`config.mk`:
```
export PLATFORM = sky130hd
export DESIGN_NAME = clk_divider_multi
export DESIGN_NICKNAME = d
export VERILOG_FILES = /design/src/rtl/clk_div_pkg.sv /design/src/rtl/clk_div_channel.sv /design/src/rtl/clk_divider_multi.sv
export SDC_FILE = /design/constraint.sdc
export NUM_CORES = 1
export LEC_CHECK = 0
export BUFFER_PORTS_ARGS = -buffer_cell sky130_fd_sc_hd__buf_2
export CORE_MARGIN = 5
export CORE_UTILIZATION = 30
export DETAILED_ROUTE_END_ITERATION = 7
export PLACE_DENSITY = 0.49
export SYNTH_ARGS = -nofsm -noshare
export SYNTH_HDL_FRONTEND = slang
export SYNTH_SLANG_ARGS = --single-unit
export TNS_END_PERCENT = 30
```
`constraint.sdc`:
```
create_clock -name CCLK -period 2.6 [get_ports CCLK]
set_input_delay 0.52 -clock CCLK [delete_from_list [all_inputs] [get_ports CCLK]]
set_output_delay 0.52 -clock CCLK [all_outputs]
set_load 0.05 [all_outputs]
```
`src/rtl/clk_div_pkg.sv`:
```
`default_nettype none
// +----------------------------------------------------------------------+
// | Module  : clk_div_pkg                                                |
// | Purpose : Shared constants and helpers for the multi-channel clock   |
// |           divider (default scale width, reset scale, slice helper).  |
// | Rev     : 1.0  initial release                                       |
// +----------------------------------------------------------------------+
package clk_div_pkg;

   // Default width of every scale value and counter
   localparam int c_WIDTH = 26;

   // Scale loaded into every channel at reset: 50 MHz CCLK -> 0.5 Hz out
   localparam logic [c_WIDTH-1:0] c_DEFAULT_SCALE = 26'd49_999_999;

   // Lowest bit index of channel idx inside a packed per-channel bus
   function automatic int slice_lo(input int idx, input int width);
      return idx * width;
   endfunction

endpackage : clk_div_pkg
`default_nettype wire

```
`src/rtl/clk_div_channel.sv`:
```
`default_nettype none
// +----------------------------------------------------------------------+
// | Module  : clk_div_channel                                            |
// | Purpose : One divider channel: counter, active/pending scale,        |
// |           registered square-wave output and edge tick strobe.        |
// | Rev     : 1.0  initial release                                       |
// +----------------------------------------------------------------------+
module clk_div_channel
   import clk_div_pkg::*;
#(
   parameter int               WIDTH         = c_WIDTH,
   parameter logic [WIDTH-1:0] DEFAULT_SCALE = WIDTH'(c_DEFAULT_SCALE)
) (
   input  logic             clk,
   input  logic             rst,
   input  logic             i_en,
   input  logic             i_sync,
   input  logic             i_load,
   input  logic [WIDTH-1:0] i_scale,
   output logic             o_clk_out,
   output logic             o_tick
);

   logic [WIDTH-1:0] r_cnt;
   logic [WIDTH-1:0] r_act_scale;
   logic [WIDTH-1:0] r_pend_scale;
   logic             r_pend_valid;
   logic             r_clk_out;
   logic             r_tick;

   // Boundary reached: the current half-period is complete.
   // >= rather than == so a stray count can never run away.
   logic w_boundary;
   assign w_boundary = (r_cnt >= r_act_scale);

   // Counter, scale swap at half-period boundaries, output toggle and tick.
   // The pending-register load sits last so a load coinciding with a
   // boundary or sync survives as the next pending value.
   always_ff @(posedge clk) begin
      if (rst) begin
         r_cnt        <= '0;
         r_act_scale  <= DEFAULT_SCALE;
         r_pend_scale <= '0;
         r_pend_valid <= 1'b0;
         r_clk_out    <= 1'b0;
         r_tick       <= 1'b0;
      end else begin
         if (i_sync) begin
            r_cnt     <= '0;
            r_clk_out <= 1'b0;
            r_tick    <= 1'b0;
            if (r_pend_valid) begin
               r_act_scale  <= r_pend_scale;
               r_pend_valid <= 1'b0;
            end
         end else if (i_en) begin
            if (w_boundary) begin
               r_cnt     <= '0;
               r_clk_out <= ~r_clk_out;
               r_tick    <= 1'b1;
               if (r_pend_valid) begin
                  r_act_scale  <= r_pend_scale;
                  r_pend_valid <= 1'b0;
               end
            end else begin
               r_cnt  <= r_cnt + WIDTH'(1);
               r_tick <= 1'b0;
            end
         end else begin
            r_tick <= 1'b0;
         end

         if (i_load) begin
            r_pend_scale <= i_scale;
            r_pend_valid <= 1'b1;
         end
      end
   end

   assign o_clk_out = r_clk_out;
   assign o_tick    = r_tick;

endmodule : clk_div_channel
`default_nettype wire

```
`src/rtl/clk_divider_multi.sv`:
```
`default_nettype none
// +----------------------------------------------------------------------+
// | Module  : clk_divider_multi                                          |
// | Purpose : CHANNELS independent clock dividers sharing CCLK, reset    |
// |           and a global phase-align sync input.                       |
// | Rev     : 1.0  initial release                                       |
// +----------------------------------------------------------------------+
module clk_divider_multi
   import clk_div_pkg::*;
#(
   parameter int               WIDTH         = c_WIDTH,
   parameter int               CHANNELS      = 4,
   parameter logic [WIDTH-1:0] DEFAULT_SCALE = WIDTH'(c_DEFAULT_SCALE)
) (
   input  logic                      CCLK,
   input  logic                      reset,
   input  logic [CHANNELS-1:0]       en,
   input  logic [CHANNELS*WIDTH-1:0] clkscale,
   input  logic [CHANNELS-1:0]       load,
   input  logic                      sync,
   output logic [CHANNELS-1:0]       clk_out,
   output logic [CHANNELS-1:0]       tick
);

   // One divider per channel; only reset and sync are shared
   for (genvar g = 0; g < CHANNELS; g++) begin : g_ch
      logic [WIDTH-1:0] w_scale;
      assign w_scale = clkscale[slice_lo(g, WIDTH) +: WIDTH];

      clk_div_channel #(
         .WIDTH         (WIDTH),
         .DEFAULT_SCALE (DEFAULT_SCALE)
      ) u_channel (
         .clk       (CCLK),
         .rst       (reset),
         .i_en      (en[g]),
         .i_sync    (sync),
         .i_load    (load[g]),
         .i_scale   (w_scale),
         .o_clk_out (clk_out[g]),
         .o_tick    (tick[g])
      );
   end

endmodule : clk_divider_multi
`default_nettype wire

```
==> out/metrics.csv <==
metric,value,unit
status,finished clean,
setup tns final,0,ns
worst flop-to-flop path startpoint,g_ch[2].u_channel.r_act_scale[25],
GP Congestion,0.792,
initial antenna violation count,2,
met1 wire length,17000,um
cell family with most CP delay,simple AND/OR/NAND/NOR gates,
Mapped Avg Cell Area,8.92,um2
clock slew at reported path FFs,0.06,ns
Worst R2R End,g_ch[2].u_channel.r_cnt[16],
wire length on met2,15900,um
# nets final,2094,
synth unique cells,48,
first-pass GRT wire length,58400,um
Die H,239,um
hold crit path type,in -> reg,
Rows,84,
CTS tree,done,
# diodes,0,
CP Launch Type,register,
synthesis-to-finish area growth,16.9,%
Gate Count Post-Synth,1769,
Bufs and invs on worst path,2,
CP max FO,12,
crit path cell chain,inv_1 -> ha_1 -> nand4_1 -> nor4_1 -> o21a_1 -> o21a_1 -> buf_4 -> nor3_1,
vias in the first global route,11674,
Die X,239,um
routed wire length,35100,um
"Top cell by count, worst path",o21a_1,
vias per inst,4.56,
htree depth,2,
IO Pins,123,
# setup viols final,0,
post-layout min period,2.36,ns
Max-slew headroom,0.433,
DRC Markers,0,
Peak Freq,0.424,GHz
Die ar.,57300,um2
max_cap viols,0,
critical path's slowest cell,nor4_1,
cts repair resizes,0,
GRT Residual Overflow,0,
Setup crit end kind,register,
Tightest Pin Transition,0.850,ns
critical path depth in cells,8,
Max Slew Vio Count,0,
CTS Sinks,324,
routed len/inst,13.6,um
register area share after synthesis,0.411,
Top Metal Used,met5,
Synth Register Bits,324,
WS Path Type,reg -> reg,
drt first pass iters,6,
Final period util,0.908,
R2R setup slack,0.24,ns
Starting Density,0.302,
Worst R2R Path Depth,8,
Tot Pwr,0.0116,W
"slowest stage delay, CP",0.52,ns
worst endpoint data arrival time,2.78,ns
routed vias,11798,
Lkg Pwr,8.00,nW
top-count cell post-synth,dfxtp_1,
Pwr Density,626,nW/um2
initial DRC count,540,
Post-DP HPWL,24800,um
YS warnings,0,
"Clk Latency, worst-skew pair",0.54,ns
postcts setup bufs,0,
RSZ-0062 raised after global routing,false,
# hold bufs at CTS,0,
"Top FF cell, synth",dfxtp_1,
"EDFF count, synth",0,
Peak VDD IR,367,uV
Core Region,52300,um2
Clock Path Buffers,3,
CP Capture Point,g_ch[2].u_channel.r_cnt[16],
Hold Fails Final Rpt,0,
Final Skew,0.00862,ns
antenna-violating nets left,0,
largest net degree at the start of global routing,108,
Final Util,0.353,
met3 routed wirelength,1410,um
top post-synthesis cells by area,"dfxtp_1 41%, mux2i_1 13%, ha_1 8.6%",
Root Buffer Master,clkbuf_16,
ys async rst share,0,
Mapped Nets,1992,
commonest cells in the synthesized netlist,"324 x dfxtp_1, 316 x nor2_1, 212 x mux2i_1, 124 x inv_1, 108 x ha_1",
port bufs,122,
Synth top area share,0.411,
CTS Buf Count,39,
mapped cell area,15800,um2
Critical Path RT,3.02,ns
layout cell share with drive strength beyond 1,0.119,
cell taking the most area after synthesis,dfxtp_1,
crit path from,g_ch[2].u_channel.r_act_scale[25],
GRT Overall Usage,0.122,
registers in the layout (all words and copies together) (netlist names):
signal / cells
g_ch.u_channel.r_act_scale: 104
g_ch.u_channel.o_clk_out: 4
g_ch.u_channel.o_tick: 4
g_ch.u_channel.r_pend_scale: 104
g_ch.u_channel.r_pend_valid: 4
g_ch.u_channel.r_cnt: 104
worst reg2reg max path, cell delays in order, from the launching register on:
cell and delay [ns]:
dfxtp_1 0.34, inv_1 0.05, ha_1 0.30, nand4_1 0.16
nor4_1 0.52, o21a_1 0.27, o21a_1 0.29, buf_4 0.24
nor3_1 0.07
placed cells by master (no fill, tap or decap), drive strengths merged, types with 4 or more instances in the layout:
cell    netlist  layout
and2         11      11
mux2i       212     212
inv         124     125
o21ai        22      22
clkbuf       56      58
dfxtp       324     324
o21a          9       9
nand2b       78      78
a41oi         4       4
xnor2        40      40
o211ai        6       6
nand2        62      62
nand3b        7       7
nand4        38      38
and4         11      11
nor3         78      78
a21oi        45      45
or2           4       4
xor2         49      49
a211oi       14      14
clkinv        0       5
nor2b         4       4
nand3        44      44
buf          37     154
nor2        316     316
a211o         6       6
nor4          8       8
and3         19      19
o22ai         4       4
or3          11      11
ha          108     108
metrics by stage:
step | cell area, um2 | std cells | worst slack [ns] | hold slack (ns)
after floorplan | 15800 | 1769 | 0.362 | 0.438
after global placement | 17200 | 2518 | 0.249 | 0.453
after detailed placement | 17200 | 2518 | 0.209 | 0.464
after CTS | 18500 | 2586 | 0.177 | 0.170
after global routing | 18500 | 2586 | 0.0277 | 0.182
final | 18500 | 2586 | 0.239 | 0.215
where the power goes:
| part | total, W | internal, W | switching (W) |
|---|---|---|---|
| Sequential | 0.00526 | 0.00516 | 0.000102 |
| Combinational | 0.000815 | 0.000372 | 0.000443 |
| Clock | 0.00548 | 0.00335 | 0.00212 |
how the worst min path moves through the flow:
stage	end	depth (start not counted)	slack, ns	startpoint
final	g_ch[0].u_channel.r_pend_scale[3]	3	0.21	clkscale[3]
after global routing	g_ch[3].u_channel.r_pend_scale[14]	3	0.18	clkscale[92]
after CTS	g_ch[0].u_channel.r_pend_scale[3]	3	0.17	clkscale[3]
after detailed placement	g_ch[2].u_channel.r_act_scale[24]	2	0.46	g_ch[2].u_channel.r_act_scale[24]
after global placement	g_ch[0].u_channel.r_pend_valid	2	0.45	g_ch[0].u_channel.r_pend_valid
after floorplan	g_ch[0].u_channel.r_pend_valid	2	0.44	g_ch[0].u_channel.r_pend_valid
cells by family after synthesis:
kind of cell,after synthesis,share of synthesized area
AO/OA/AOI/OAI,122,0.0502
XOR/XNOR,89,0.0494
adder cells (fa/ha/maj),108,0.0856
buffers and inverters,217,0.0590
flip-flops,324,0.411
multiplexers,212,0.134
AND/OR/NAND/NOR,697,0.210
metal layers:
metal	vias to the layer above	global-route usage
met5	-	0
met4	4	0.0323
met3	54	0.0280
met2	132	0.199
met1	5433	0.164
li1	6175	-
final cells by class:
type | instances | area, um2
clock buffers | 58 | 1190
clock inverters | 10 | 109
fillers | 5369 | 33900
inverters | 124 | 465
multi-input cells | 1228 | 8370
flip-flops and latches | 324 | 6490
well taps | 688 | 861
repair buffers | 154 | 973
No activity file was read; power rests on OpenSTA's default activity.
